`src/rtl/ic_cpu_bus_arbiter.sv`:
```
// ic_cpu_bus_arbiter
//   Shares one downstream CPU bus between two requesters: m0 (instruction
//   fetch) and m1 (load/store). Requests are arbitrated round-robin, each
//   accepted request pushes its requester ID into an in-order FIFO, and each
//   downstream response is routed back to the requester at the FIFO head.
//
// Parameters
//   DEPTH      maximum outstanding accepted-but-unanswered transactions
//              (power of 2, >= 2)
//   PRIO_INIT  requester favoured first after reset (0 = m0, 1 = m1)
//
// Ports
//   g_clk, g_resetn          clock, asynchronous active-low reset
//   mN_req/gnt               requester N request handshake
//   mN_wen/strb/wdata/addr   requester N request fields
//   mN_recv/ack              requester N response handshake
//   mN_error/rdata           response fields (broadcast to both requesters)
//   s_req/gnt                downstream request handshake
//   s_wen/strb/wdata/addr    downstream request fields
//   s_recv/ack               downstream response handshake
//   s_error/rdata            downstream response fields
//   err_orphan               sticky: response arrived with nothing outstanding
module ic_cpu_bus_arbiter #(
    parameter int unsigned DEPTH     = 2,
    parameter int unsigned PRIO_INIT = 0
) (
    input  logic        g_clk,
    input  logic        g_resetn,

    input  logic        m0_req,
    output logic        m0_gnt,
    input  logic        m0_wen,
    input  logic [3:0]  m0_strb,
    input  logic [31:0] m0_wdata,
    input  logic [31:0] m0_addr,
    output logic        m0_recv,
    input  logic        m0_ack,
    output logic        m0_error,
    output logic [31:0] m0_rdata,

    input  logic        m1_req,
    output logic        m1_gnt,
    input  logic        m1_wen,
    input  logic [3:0]  m1_strb,
    input  logic [31:0] m1_wdata,
    input  logic [31:0] m1_addr,
    output logic        m1_recv,
    input  logic        m1_ack,
    output logic        m1_error,
    output logic [31:0] m1_rdata,

    output logic        s_req,
    input  logic        s_gnt,
    output logic        s_wen,
    output logic [3:0]  s_strb,
    output logic [31:0] s_wdata,
    output logic [31:0] s_addr,
    input  logic        s_recv,
    output logic        s_ack,
    input  logic        s_error,
    input  logic [31:0] s_rdata,

    output logic        err_orphan
);

    localparam int unsigned PW = $clog2(DEPTH);
    localparam logic [PW:0] CNT_FULL = (PW+1)'(DEPTH);

    typedef enum logic {
        M0 = 1'b0,
        M1 = 1'b1
    } req_id_t;

    localparam req_id_t RR_INIT = (PRIO_INIT != 0) ? M1 : M0;

    // Arbitration state
    logic    r_lock;
    req_id_t r_lock_id;
    req_id_t r_rr;
    logic    r_orphan;

    // Outstanding-ID FIFO
    req_id_t       r_fifo [DEPTH];
    logic [PW-1:0] r_wr;
    logic [PW-1:0] r_rd;
    logic [PW:0]   r_count;

    req_id_t w_sel;
    req_id_t w_head;
    logic    w_full;
    logic    w_empty;
    logic    w_sel_req;
    logic    w_push;
    logic    w_pop;
    logic    w_head_ack;

    assign w_full  = (r_count == CNT_FULL);
    assign w_empty = (r_count == '0);
    assign w_head  = r_fifo[r_rd];

    // A locked (issued but not yet granted) request keeps the bus so its
    // fields stay stable; otherwise a lone requester wins, and a tie goes to rr.
    always_comb begin
        w_sel = r_rr;
        if (r_lock) begin
            w_sel = r_lock_id;
        end else if (m0_req && !m1_req) begin
            w_sel = M0;
        end else if (m1_req && !m0_req) begin
            w_sel = M1;
        end
    end

    assign w_sel_req = (w_sel == M1) ? m1_req : m0_req;

    assign s_req   = w_sel_req && !w_full;
    assign s_wen   = (w_sel == M1) ? m1_wen   : m0_wen;
    assign s_strb  = (w_sel == M1) ? m1_strb  : m0_strb;
    assign s_wdata = (w_sel == M1) ? m1_wdata : m0_wdata;
    assign s_addr  = (w_sel == M1) ? m1_addr  : m0_addr;

    assign w_push = s_req && s_gnt;
    assign m0_gnt = w_push && (w_sel == M0);
    assign m1_gnt = w_push && (w_sel == M1);

    // With nothing outstanding any response is an orphan and is consumed.
    assign w_head_ack = (w_head == M1) ? m1_ack : m0_ack;
    assign s_ack      = w_empty ? 1'b1 : w_head_ack;
    assign w_pop      = s_recv && s_ack && !w_empty;

    assign m0_recv  = s_recv && !w_empty && (w_head == M0);
    assign m1_recv  = s_recv && !w_empty && (w_head == M1);
    assign m0_rdata = s_rdata;
    assign m1_rdata = s_rdata;
    assign m0_error = s_error;
    assign m1_error = s_error;

    assign err_orphan = r_orphan;

    always_ff @(posedge g_clk or negedge g_resetn) begin
        if (!g_resetn) begin
            r_lock    <= 1'b0;
            r_lock_id <= M0;
            r_rr      <= RR_INIT;
            r_orphan  <= 1'b0;
        end else begin
            if (w_push) begin
                r_lock <= 1'b0;
                r_rr   <= (w_sel == M1) ? M0 : M1;
            end else if (s_req) begin
                r_lock    <= 1'b1;
                r_lock_id <= w_sel;
            end
            if (s_recv && w_empty) begin
                r_orphan <= 1'b1;
            end
        end
    end

    always_ff @(posedge g_clk or negedge g_resetn) begin
        if (!g_resetn) begin
            for (int unsigned i = 0; i < DEPTH; i++) begin
                r_fifo[i] <= M0;
            end
            r_wr    <= '0;
            r_rd    <= '0;
            r_count <= '0;
        end else begin
            if (w_push) begin
                r_fifo[r_wr] <= w_sel;
                r_wr         <= r_wr + PW'(1);
            end
            if (w_pop) begin
                r_rd <= r_rd + PW'(1);
            end
            case ({w_push, w_pop})
                2'b10:   r_count <= r_count + (PW+1)'(1);
                2'b01:   r_count <= r_count - (PW+1)'(1);
                default: r_count <= r_count;
            endcase
        end
    end

endmodule

```
`config.mk`:
```
export PLATFORM = sky130hd
export DESIGN_NAME = ic_cpu_bus_arbiter
export DESIGN_NICKNAME = d
export VERILOG_FILES = /design/src/rtl/ic_cpu_bus_arbiter.sv
export SDC_FILE = /design/constraint.sdc
export NUM_CORES = 1
export LEC_CHECK = 0
export ABC_AREA = 1
export CORE_AREA = 5 5 120 122
export CTS_BUF_LIST = sky130_fd_sc_hd__clkbuf_4 sky130_fd_sc_hd__clkbuf_8
export CTS_CLUSTER_SIZE = 20
export DETAILED_ROUTE_END_ITERATION = 8
export DIE_AREA = 0 0 125 127
export GPL_TIMING_DRIVEN = 0
export PLACE_DENSITY = 0.69
export SLEW_MARGIN = 20
export SYNTH_ARGS = -nofsm -noshare
export SYNTH_HDL_FRONTEND = slang
export SYNTH_SLANG_ARGS = --single-unit
export TNS_END_PERCENT = 1
```
`constraint.sdc`:
```
create_clock -name g_clk -period 3.36 [get_ports g_clk]
set_input_delay 0.504 -clock g_clk [delete_from_list [all_inputs] [get_ports g_clk]]
set_output_delay 0.504 -clock g_clk [all_outputs]
set_load 0.02 [all_outputs]
```
Word-level counts from Yosys, hierarchy flattened
Cells that the tools add are included.
{"block": "word_totals", "register_bits": 10, "wordCells": 65, "output_inout_bits": 142, "input_bits": 179}
{"block": "op_classes", "n_mux": 20, "n_reduce_logical": 21, "eq_ne": 3, "n_addsub": 4, "magnitude_cmp": 3, "bitwise": 5}
{"operator": "2-to-1 mux 32 bit", "count": 2}
{"operator": "2-to-1 mux 1 bit", "count": 14}
{"operator": "logical AND 1 bit", "count": 13}
{"operator": "== test 2 bit (second input constant)", "count": 2}
{"operator": ">= comparator 2 bit (second input constant)", "count": 2}
{"operator": "zero test 1 bit", "count": 4}
{"operator": "2-to-1 mux 4 bit", "count": 1}
{"operator": "inverter 1 -> 2 bit", "count": 2}
{"operator": "one-hot mux 2 bit (2 select lines)", "count": 1}
{"operator": "nonzero test 2 bit", "count": 2}
{"operator": "inverter 1 bit", "count": 3}
{"operator": "adder 1 bit (second input constant)", "count": 2}
{"operator": "adder 2 x 1 -> 2 bit (second input constant)", "count": 1}
{"operator": "bitwise mux 2 bit", "count": 1}
{"operator": "== test 2 x 1 -> 1 bit (second input constant)", "count": 1}
{"operator": "zero test 2 bit", "count": 1}
{"operator": "less-than comparator 2 x 1 -> 1 bit (second input constant)", "count": 1}
{"operator": "AND reduction 2 bit", "count": 1}
{"operator": "subtractor 2 x 1 -> 2 bit (second input constant)", "count": 1}
{"operator": "demux 1 bit (select 1 bit)", "count": 1}

Longest topological paths before layout
Gate-level depths: netlist of the first run.
{"block": "depth", "depth_word": 10, "ltp_mapped": 12, "ltp_nobuf": 12}

Least setup slack after synthesis of the first run
Ideal clock, no wire load.
{"block": "synth_timing", "kind": "input to output", "from": "input port m0_req", "to": "output port m1_gnt", "arrival_time_ns": 1.507, "n_path_buf": 0, "required_time_ns": 2.856, "stages": 9, "slack_ns": 1.349, "path_cell_list": "inv_1 > nand2_1 > nand2_1 > nand2_2 > nand3_1 > nand2_1 > nor2_4 > nand2_4 > nor2_1"}
{"block": "synth_between", "elab_chain_len": 9}
{"item": "start: declaration", "line": "30", "source": "input logic m0_req,"}
{"item": "zero test 1 bit", "line": "109", "source": "end else if (m1_req && !m0_req) begin"}
{"item": "logical AND 1 bit", "line": "109"}
{"item": "2-to-1 mux 1 bit", "line": "109"}
{"item": "2-to-1 mux 1 bit", "line": "107", "source": "end else if (m0_req && !m1_req) begin"}
{"item": "2-to-1 mux 1 bit", "line": "105", "source": "if (r_lock) begin"}
{"item": "2-to-1 mux 1 bit *", "line": "114", "source": "assign w_sel_req = (w_sel == M1) ? m1_req : m0_req;"}
{"item": "logical AND 1 bit *", "line": "116", "source": "assign s_req = w_sel_req && !w_full;"}
{"item": "net s_req", "line": "52", "source": "output logic s_req,"}
{"item": "logical AND 1 bit *", "line": "122", "source": "assign w_push = s_req && s_gnt;"}
{"item": "logical AND 1 bit *", "line": "124", "source": "assign m1_gnt = w_push && (w_sel == M1);"}
{"item": "end: declaration", "line": "42", "source": "output logic m1_gnt,"}
The timed path passes the listed nets; every way through them passes the cells marked *.

Final worst setup path of the first run
{"block": "layout_timing", "from": "input port m0_req", "to": "output port s_wdata[18]"}
{"block": "layout_between", "elab_chain_len": 6}
{"item": "zero test 1 bit", "line": "109"}
{"item": "logical AND 1 bit", "line": "109"}
{"item": "2-to-1 mux 1 bit", "line": "109"}
{"item": "2-to-1 mux 1 bit *", "line": "107"}
{"item": "2-to-1 mux 1 bit *", "line": "105"}
{"item": "2-to-1 mux 32 bit *", "line": "119", "source": "assign s_wdata = (w_sel == M1) ? m1_wdata : m0_wdata;"}
{"item": "end: declaration", "line": "56", "source": "output logic [31:0] s_wdata,"}
Every way passes the cells marked *; elsewhere a longest branch is shown, timed or not.

==> flow_metrics.tcl, run 1 <==
set metrics [dict create \
    switchingPower_mw 1.70 \
    clk_path_buf_depth 2 \
    cp-start-kind "input pin" \
    synth-seq-cells 10 \
    hold_class "flip-flop to flip-flop" \
    p_total_mw 3.31 \
    fin_skew_ps 3.49 \
    detail_route.iter0.violations 58 \
    cts_buffers 3 \
    ctsHoldBuffers 0 \
    ff2ff_path_depth 10 \
    cap_violations 0 \
    dr.max_layer_used "met4" \
    final_cell_mix "286 x clkdlybuf4s50_1, 229 x nand2_1, 73 x buf_4" \
    timing.rr.end "r_count[1]$_DFFE_PN0P_" \
    wl_met3_mm 1.02 \
    leakagePower_nw 2.45 \
    syn_nets 541 \
    crit_start "m0_req" \
    drt_wl_total_mm 11.2 \
    dpl.hpwl_mm 9.96 \
    cp-end-kind "primary output" \
    yosysSeqAreaShare_pct 12.9 \
    rows 42 \
    diodes 0 \
    initial_core_util_pct 14.8 \
    criticalPathCategory "input pin to primary output" \
    worstMarginPinSlew_ps 456 \
    finalHoldViolations 0 \
    p_int_mw 1.61 \
    r2r_start "r_lock$_DFFE_PN0P_" \
    clock_latency_ps 230 \
    fin_tns_setup_ps 0 \
    drive_above_1_share_pct 14.1 \
    power_frac_comb_pct 89.0 \
    yosysUniqueCellTypes 21 \
    placed_cells 824 \
    setup-violations-final 0 \
    fillCellCount 1360 \
    met1_length_mm 4.38 \
    die_h_um 127 \
    viasPerCell 3.61 \
    cts.sinks 10 \
    setup_ws_ps 206 \
    port_buffers 287 \
    period_needed_ps 3150 \
    required_ps 2860 \
    mostFrequentLayoutCell "clkdlybuf4s50_1" \
    cp_max_fo 10 \
    cts_setup_buffers 0 \
    tritoncts "built" \
    drc 0 \
    grt_usage_pct 12.6 \
    relSlewSlack_pct 69.5 \
    syn_area_um2 1940 \
    ant_nets 0 \
    place_area_um2 5030 \
    grt_pass1_vias 2969 \
    wl_per_cell_um 13.6 \
    syn2layout_area_growth_pct 162 \
    die_w_um 125 \
    p_clk_share_pct 4.4 \
    met2_length_mm 5.78 \
    fin_cells 828 \
    r2r_setup_slack_ps 1480 \
    cp.arrival_ps 2650 \
    num_vias 2988 \
    cts_root_buf "clkbuf_8" \
    clk_pin_slew_ps 50 \
    timing.final.crit_share_pct 93.9 \
    finalMaxSlewViolations 0 \
    fin_util_pct 38.9 \
    antenna_found_initial 0 \
    syn_avg_cell_area_um2 5.38 \
    grt_max_degree 11 \
    fin_area_um2 5090 \
    nNetsFinal 833 \
    hold_ws_ps 453 \
    dieArea_um2 15900 \
    pre_cts_slack_ps 80.1 \
    power_frac_seq_pct 6.5 \
    gp_congestion 0.817 \
    grt_pass1_wl_mm 16.2 \
    htree_levels 1 \
    yosys_warnings 0 \
    core_area_um2 13100 \
    swShare_pct 51.3 \
    firstDrtPassIters 4 \
    fmax_ghz 0.317 \
    critPathCapture "s_wdata[18]" \
    ir_worst_vdd_v 0.000419 \
    overflow 0 \
    rsz0062_at_grt "no" \
    status "finished, final reports clean" \
    power.density_nw_per_um2 650 \
    syn_inst 361 \
    ioPinCount 321 \
]
[layer usage]
layer  track usage [%]  vias to the layer above
li1                  -                     1595
met1              14.3                     1221
met2              24.4                      164
met5                 0                        -
met4              1.21                        0
met3              3.51                        8
[how the worst min path moves through the flow]
stage	start	end	slack (ps)	cells past startpoint
after global routing	err_orphan$_DFFE_PN0P_	err_orphan$_DFFE_PN0P_	480	1
final	err_orphan$_DFFE_PN0P_	err_orphan$_DFFE_PN0P_	450	1
after CTS	err_orphan$_DFFE_PN0P_	err_orphan$_DFFE_PN0P_	460	1
after global placement	err_orphan$_DFFE_PN0P_	err_orphan$_DFFE_PN0P_	450	1
after detailed placement	err_orphan$_DFFE_PN0P_	err_orphan$_DFFE_PN0P_	450	1
after floorplan	g_resetn	err_orphan$_DFFE_PN0P_	210	0
[power groups by stage]
stage	combinational [mW]	sequential [mW]	clock [mW]
3_5_place_dp	2.99	0.217	0
3_3_place_gp	2.99	0.216	0
5_1_grt	3.19	0.224	0.160
6_report	2.95	0.216	0.147
2_1_floorplan	1.57	0.209	0
4_1_cts	3.01	0.217	0.151
[repair_timing]
| item | CTS | global route |
|---|---|---|
| hold endpoints to repair | 0 | 0 |
| gates resized for setup | 0 | 1 |
| setup endpoints to repair | 0 | 1 |
[cell type report]
class / count / area (um2) / share of cell area [%]
timing repair buffer: 287 / 2880 / 56.5
multi-input combinational: 258 / 1050 / 20.7
buffer: 81 / 594 / 11.7
sequential: 10 / 250 / 4.91
tap: 176 / 220 / 4.32
clock buffer: 4 / 55.1 / 1.08
inverter: 12 / 45.0 / 0.885
[cell families after synthesis]
logic type | after synthesis | share of synthesized area, %
and+or+nand+nor | 246 | 49.4
AOI/OAI and AO/OA | 8 | 2.83
adders and majority gates | 1 | 0.644
buffers and inverters | 93 | 32.9
xor gates and xnor gates | 3 | 1.35
DFF | 10 | 12.9
[cell usage after synthesis, drive strengths merged]
cell type,count,area (um2)
xnor2,2,17.5
o21a,2,15.0
xor2,1,8.76
dfrtp,10,250
nand4,4,25.0
a21oi,3,22.5
nand2,232,883
buf,81,594
inv,12,45.0
o21ai,2,10.0
nor2,6,30.0
ha,1,12.5
nand3,4,20.0
a21o,1,7.51
[sequential cells by signal, summed over array words and instances (netlist names)]
signal      flops
r_rd            1
r_lock          1
r_count         2
err_orphan      1
r_rr            1
r_lock_id       1
r_wr            1
r_fifo          2
[critical path: stages]
cell and delay, ps:
clkdlybuf4s50_1 520, inv_1 70, nand2_1 60, nand2_1 60, nand2_2 100, nand2_2 70
inv_2 180, buf_2 270, nand2_1 80, nand2_1 70, clkdlybuf4s50_1 660
Note: power is estimated with default switching activity, not from simulation.
==> inputs of run 2 (changes only) <==
--- a/config.mk
+++ b/config.mk
@@ -5,14 +5,13 @@
 export SDC_FILE = /design/constraint.sdc
 export NUM_CORES = 1
 export LEC_CHECK = 0
-export ABC_AREA = 1
-export CORE_AREA = 5 5 120 122
+export CORE_AREA = 5 5 122 124
 export CTS_BUF_LIST = sky130_fd_sc_hd__clkbuf_4 sky130_fd_sc_hd__clkbuf_8
 export CTS_CLUSTER_SIZE = 20
 export DETAILED_ROUTE_END_ITERATION = 8
-export DIE_AREA = 0 0 125 127
+export DIE_AREA = 0 0 127 129
 export GPL_TIMING_DRIVEN = 0
-export PLACE_DENSITY = 0.69
+export PLACE_DENSITY = 0.67
 export SLEW_MARGIN = 20
 export SYNTH_ARGS = -nofsm -noshare
 export SYNTH_HDL_FRONTEND = slang
==> flow_metrics.tcl, run 2 <==
set metrics [dict create \
    period_needed_ps 3190 \
    fin_skew_ps 1.63 \
    synth_top_area_cell "mux2_2" \
    htree_levels 1 \
    fin_area_um2 5060 \
    drt_wl_total_mm 11.2 \
    cp_max_fo 10 \
    initial_core_util_pct 13.9 \
    dpl.hpwl_mm 10.1 \
    yosysUniqueCellTypes 25 \
    yosys.area.top_type_share_pct 38.6 \
    yosysSeqAreaShare_pct 13.2 \
    drive_above_1_share_pct 30.2 \
    place_area_um2 4990 \
    port_buffers 287 \
    cap_violations 0 \
    required_ps 2860 \
    synth_compound_area_share_pct 6.01 \
    fin_cells 667 \
    grt_pass1_wl_mm 15.3 \
    cp-end-kind "primary output" \
    ys_top_cells_by_area "mux2_2 39%, buf_4 26%, dfrtp_1 13%" \
    diodes 0 \
    fillCellCount 1368 \
    status "finished, final reports clean" \
    yosys_most_used_dff "dfrtp_1" \
    num_vias 2446 \
    clk_pin_slew_ps 40 \
    final_cell_mix "287 x clkdlybuf4s50_1, 67 x buf_4, 65 x mux2_2" \
    ant_nets 0 \
    syn_inst 195 \
    tritoncts "built" \
    cts_setup_buffers 2 \
    ir_worst_vdd_v 0.000188 \
    gp_congestion 0.934 \
    ioPinCount 321 \
    cp.arrival_ps 2680 \
    cp-start-kind "input pin" \
    wl_per_cell_um 16.8 \
    power.density_nw_per_um2 575 \
    firstDrtPassIters 4 \
    fmax_ghz 0.314 \
    synth.mux.area_fraction_pct 43.3 \
    drc 0 \
    grt_pass1_vias 2679 \
    cts_buffers 3 \
    fin_tns_setup_ps 0 \
    worstMarginPinSlew_ps 488 \
    reg.largest.list "r_count x2, r_fifo x2" \
    syn2layout_area_growth_pct 167 \
    cts_root_buf "clkbuf_8" \
    finalMaxSlewViolations 0 \
    grt_max_degree 11 \
    viasPerCell 3.67 \
    syn_area_um2 1890 \
    synth_edf_count 0 \
    overflow 0 \
    yosys_warnings 0 \
    relSlewSlack_pct 67.5 \
    leakagePower_nw 2.02 \
    async_reset_ff_share_pct 100 \
    detail_route.iter0.violations 27 \
    synth_common_cells "66 x buf_4, 65 x mux2_2, 10 x dfrtp_1" \
    synth-simple-area-share_pct 3.63 \
    criticalPathCategory "input pin to primary output" \
    syn_nets 375 \
    ctsHoldBuffers 0 \
    finalHoldViolations 0 \
    post_cts_resized 0 \
    dieArea_um2 16400 \
    die_h_um 129 \
    hold_ws_ps 465 \
    hold_class "flip-flop to flip-flop" \
    setup-violations-final 0 \
    synth-seq-cells 10 \
    die_w_um 127 \
    mostFrequentLayoutCell "clkdlybuf4s50_1" \
    synth_top_family_by_area "multiplexers" \
    timing.final.crit_share_pct 94.9 \
    clk_path_buf_depth 2 \
    rows 43 \
    nNetsFinal 669 \
    rsz0062_at_grt "no" \
    synth_fa_ha_area_share_pct 0.661 \
    core_area_um2 13700 \
    clock_latency_ps 230 \
    syn_avg_cell_area_um2 9.71 \
    cts.sinks 10 \
    synth_xor_area_share_pct 2.31 \
    yosys.cell_count.top_type "buf_4" \
    r2r_setup_slack_ps 1470 \
    pre_cts_slack_ps -120 \
    antenna_found_initial 0 \
    placed_cells 662 \
    grt_usage_pct 11.8 \
    setup_ws_ps 171 \
]
## run 2: cell types whose count changed after synthesis, moves of 6 or more
| cell | before | now |
|---|---|---|
| buf_4 | 73 | 66 |
| buf_6 | 1 | 7 |
| mux2_2 | 0 | 65 |
| mux2_1 | 0 | 6 |
| buf_2 | 7 | 0 |
| inv_1 | 11 | 3 |
| nand2_1 | 229 | 3 |
## run 2: metrics by stage
stage | total power, mW | utilization [%]
floorplan | 1.68 | -
global placement | 2.76 | 36.5
detailed placement | 2.77 | 36.5
CTS | 2.95 | 37.0
global route | 3.08 | 37.0
finish | 2.91 | 37.0
## run 2: cells by family (layout without fill, tap and decap cells)
kind of cell	Yosys count	count (layout)
buffers and inverters	76	368
XOR/XNOR	5	5
flip-flops	10	10
multiplexers	73	73
AO/OA/AOI/OAI	14	14
adder cells (fa/ha/maj)	1	1
AND/OR/NAND/NOR	16	16
## run 2: final cells by class
cell class	instances	area, um2	area share (%)
repair buffers	289	2900	57.3
multi-input cells	109	1060	20.9
plain buffers	73	574	11.3
flip-flops and latches	10	250	4.94
well taps	180	225	4.45
clock buffers	3	41.3	0.816
inverters	3	11.3	0.222
## run 2: where the power goes
| part | internal [mW] | switching, mW |
|---|---|---|
| clock | 0.0778 | 0.0396 |
| sequential | 0.176 | 0.0536 |
| combinational | 1.41 | 1.15 |
## run 2: final timing paths
path	from	cells past startpoint	to
min	err_orphan$_DFFE_PN0P_	1	err_orphan$_DFFE_PN0P_
min reg2reg	err_orphan$_DFFE_PN0P_	1	err_orphan$_DFFE_PN0P_
max reg2reg	r_lock_id$_DFFE_PN0P_	5	r_count[1]$_DFFE_PN0P_
max in group asynchronous	g_resetn	1	r_rd$_DFFE_PN0P_
min in group asynchronous	g_resetn	1	r_fifo[0]$_DFFE_PN0P_
max	m1_req	7	s_addr[9]
## run 2: routing by layer
layer	wire length [um]	GRT usage, %	vias up
li1	-	-	1191
met1	3970	13.0	1103
met2	6130	22.7	136
met3	884	3.32	16
met4	188	2.46	0
met5	0	0	-
## run 2: critical path, cell delays in order
cell	delay [ps]
clkdlybuf4s50_1	540
nor2_1	100
o31ai_4	260
buf_12	170
buf_6	160
mux2_1	370
clkdlybuf4s50_1	570
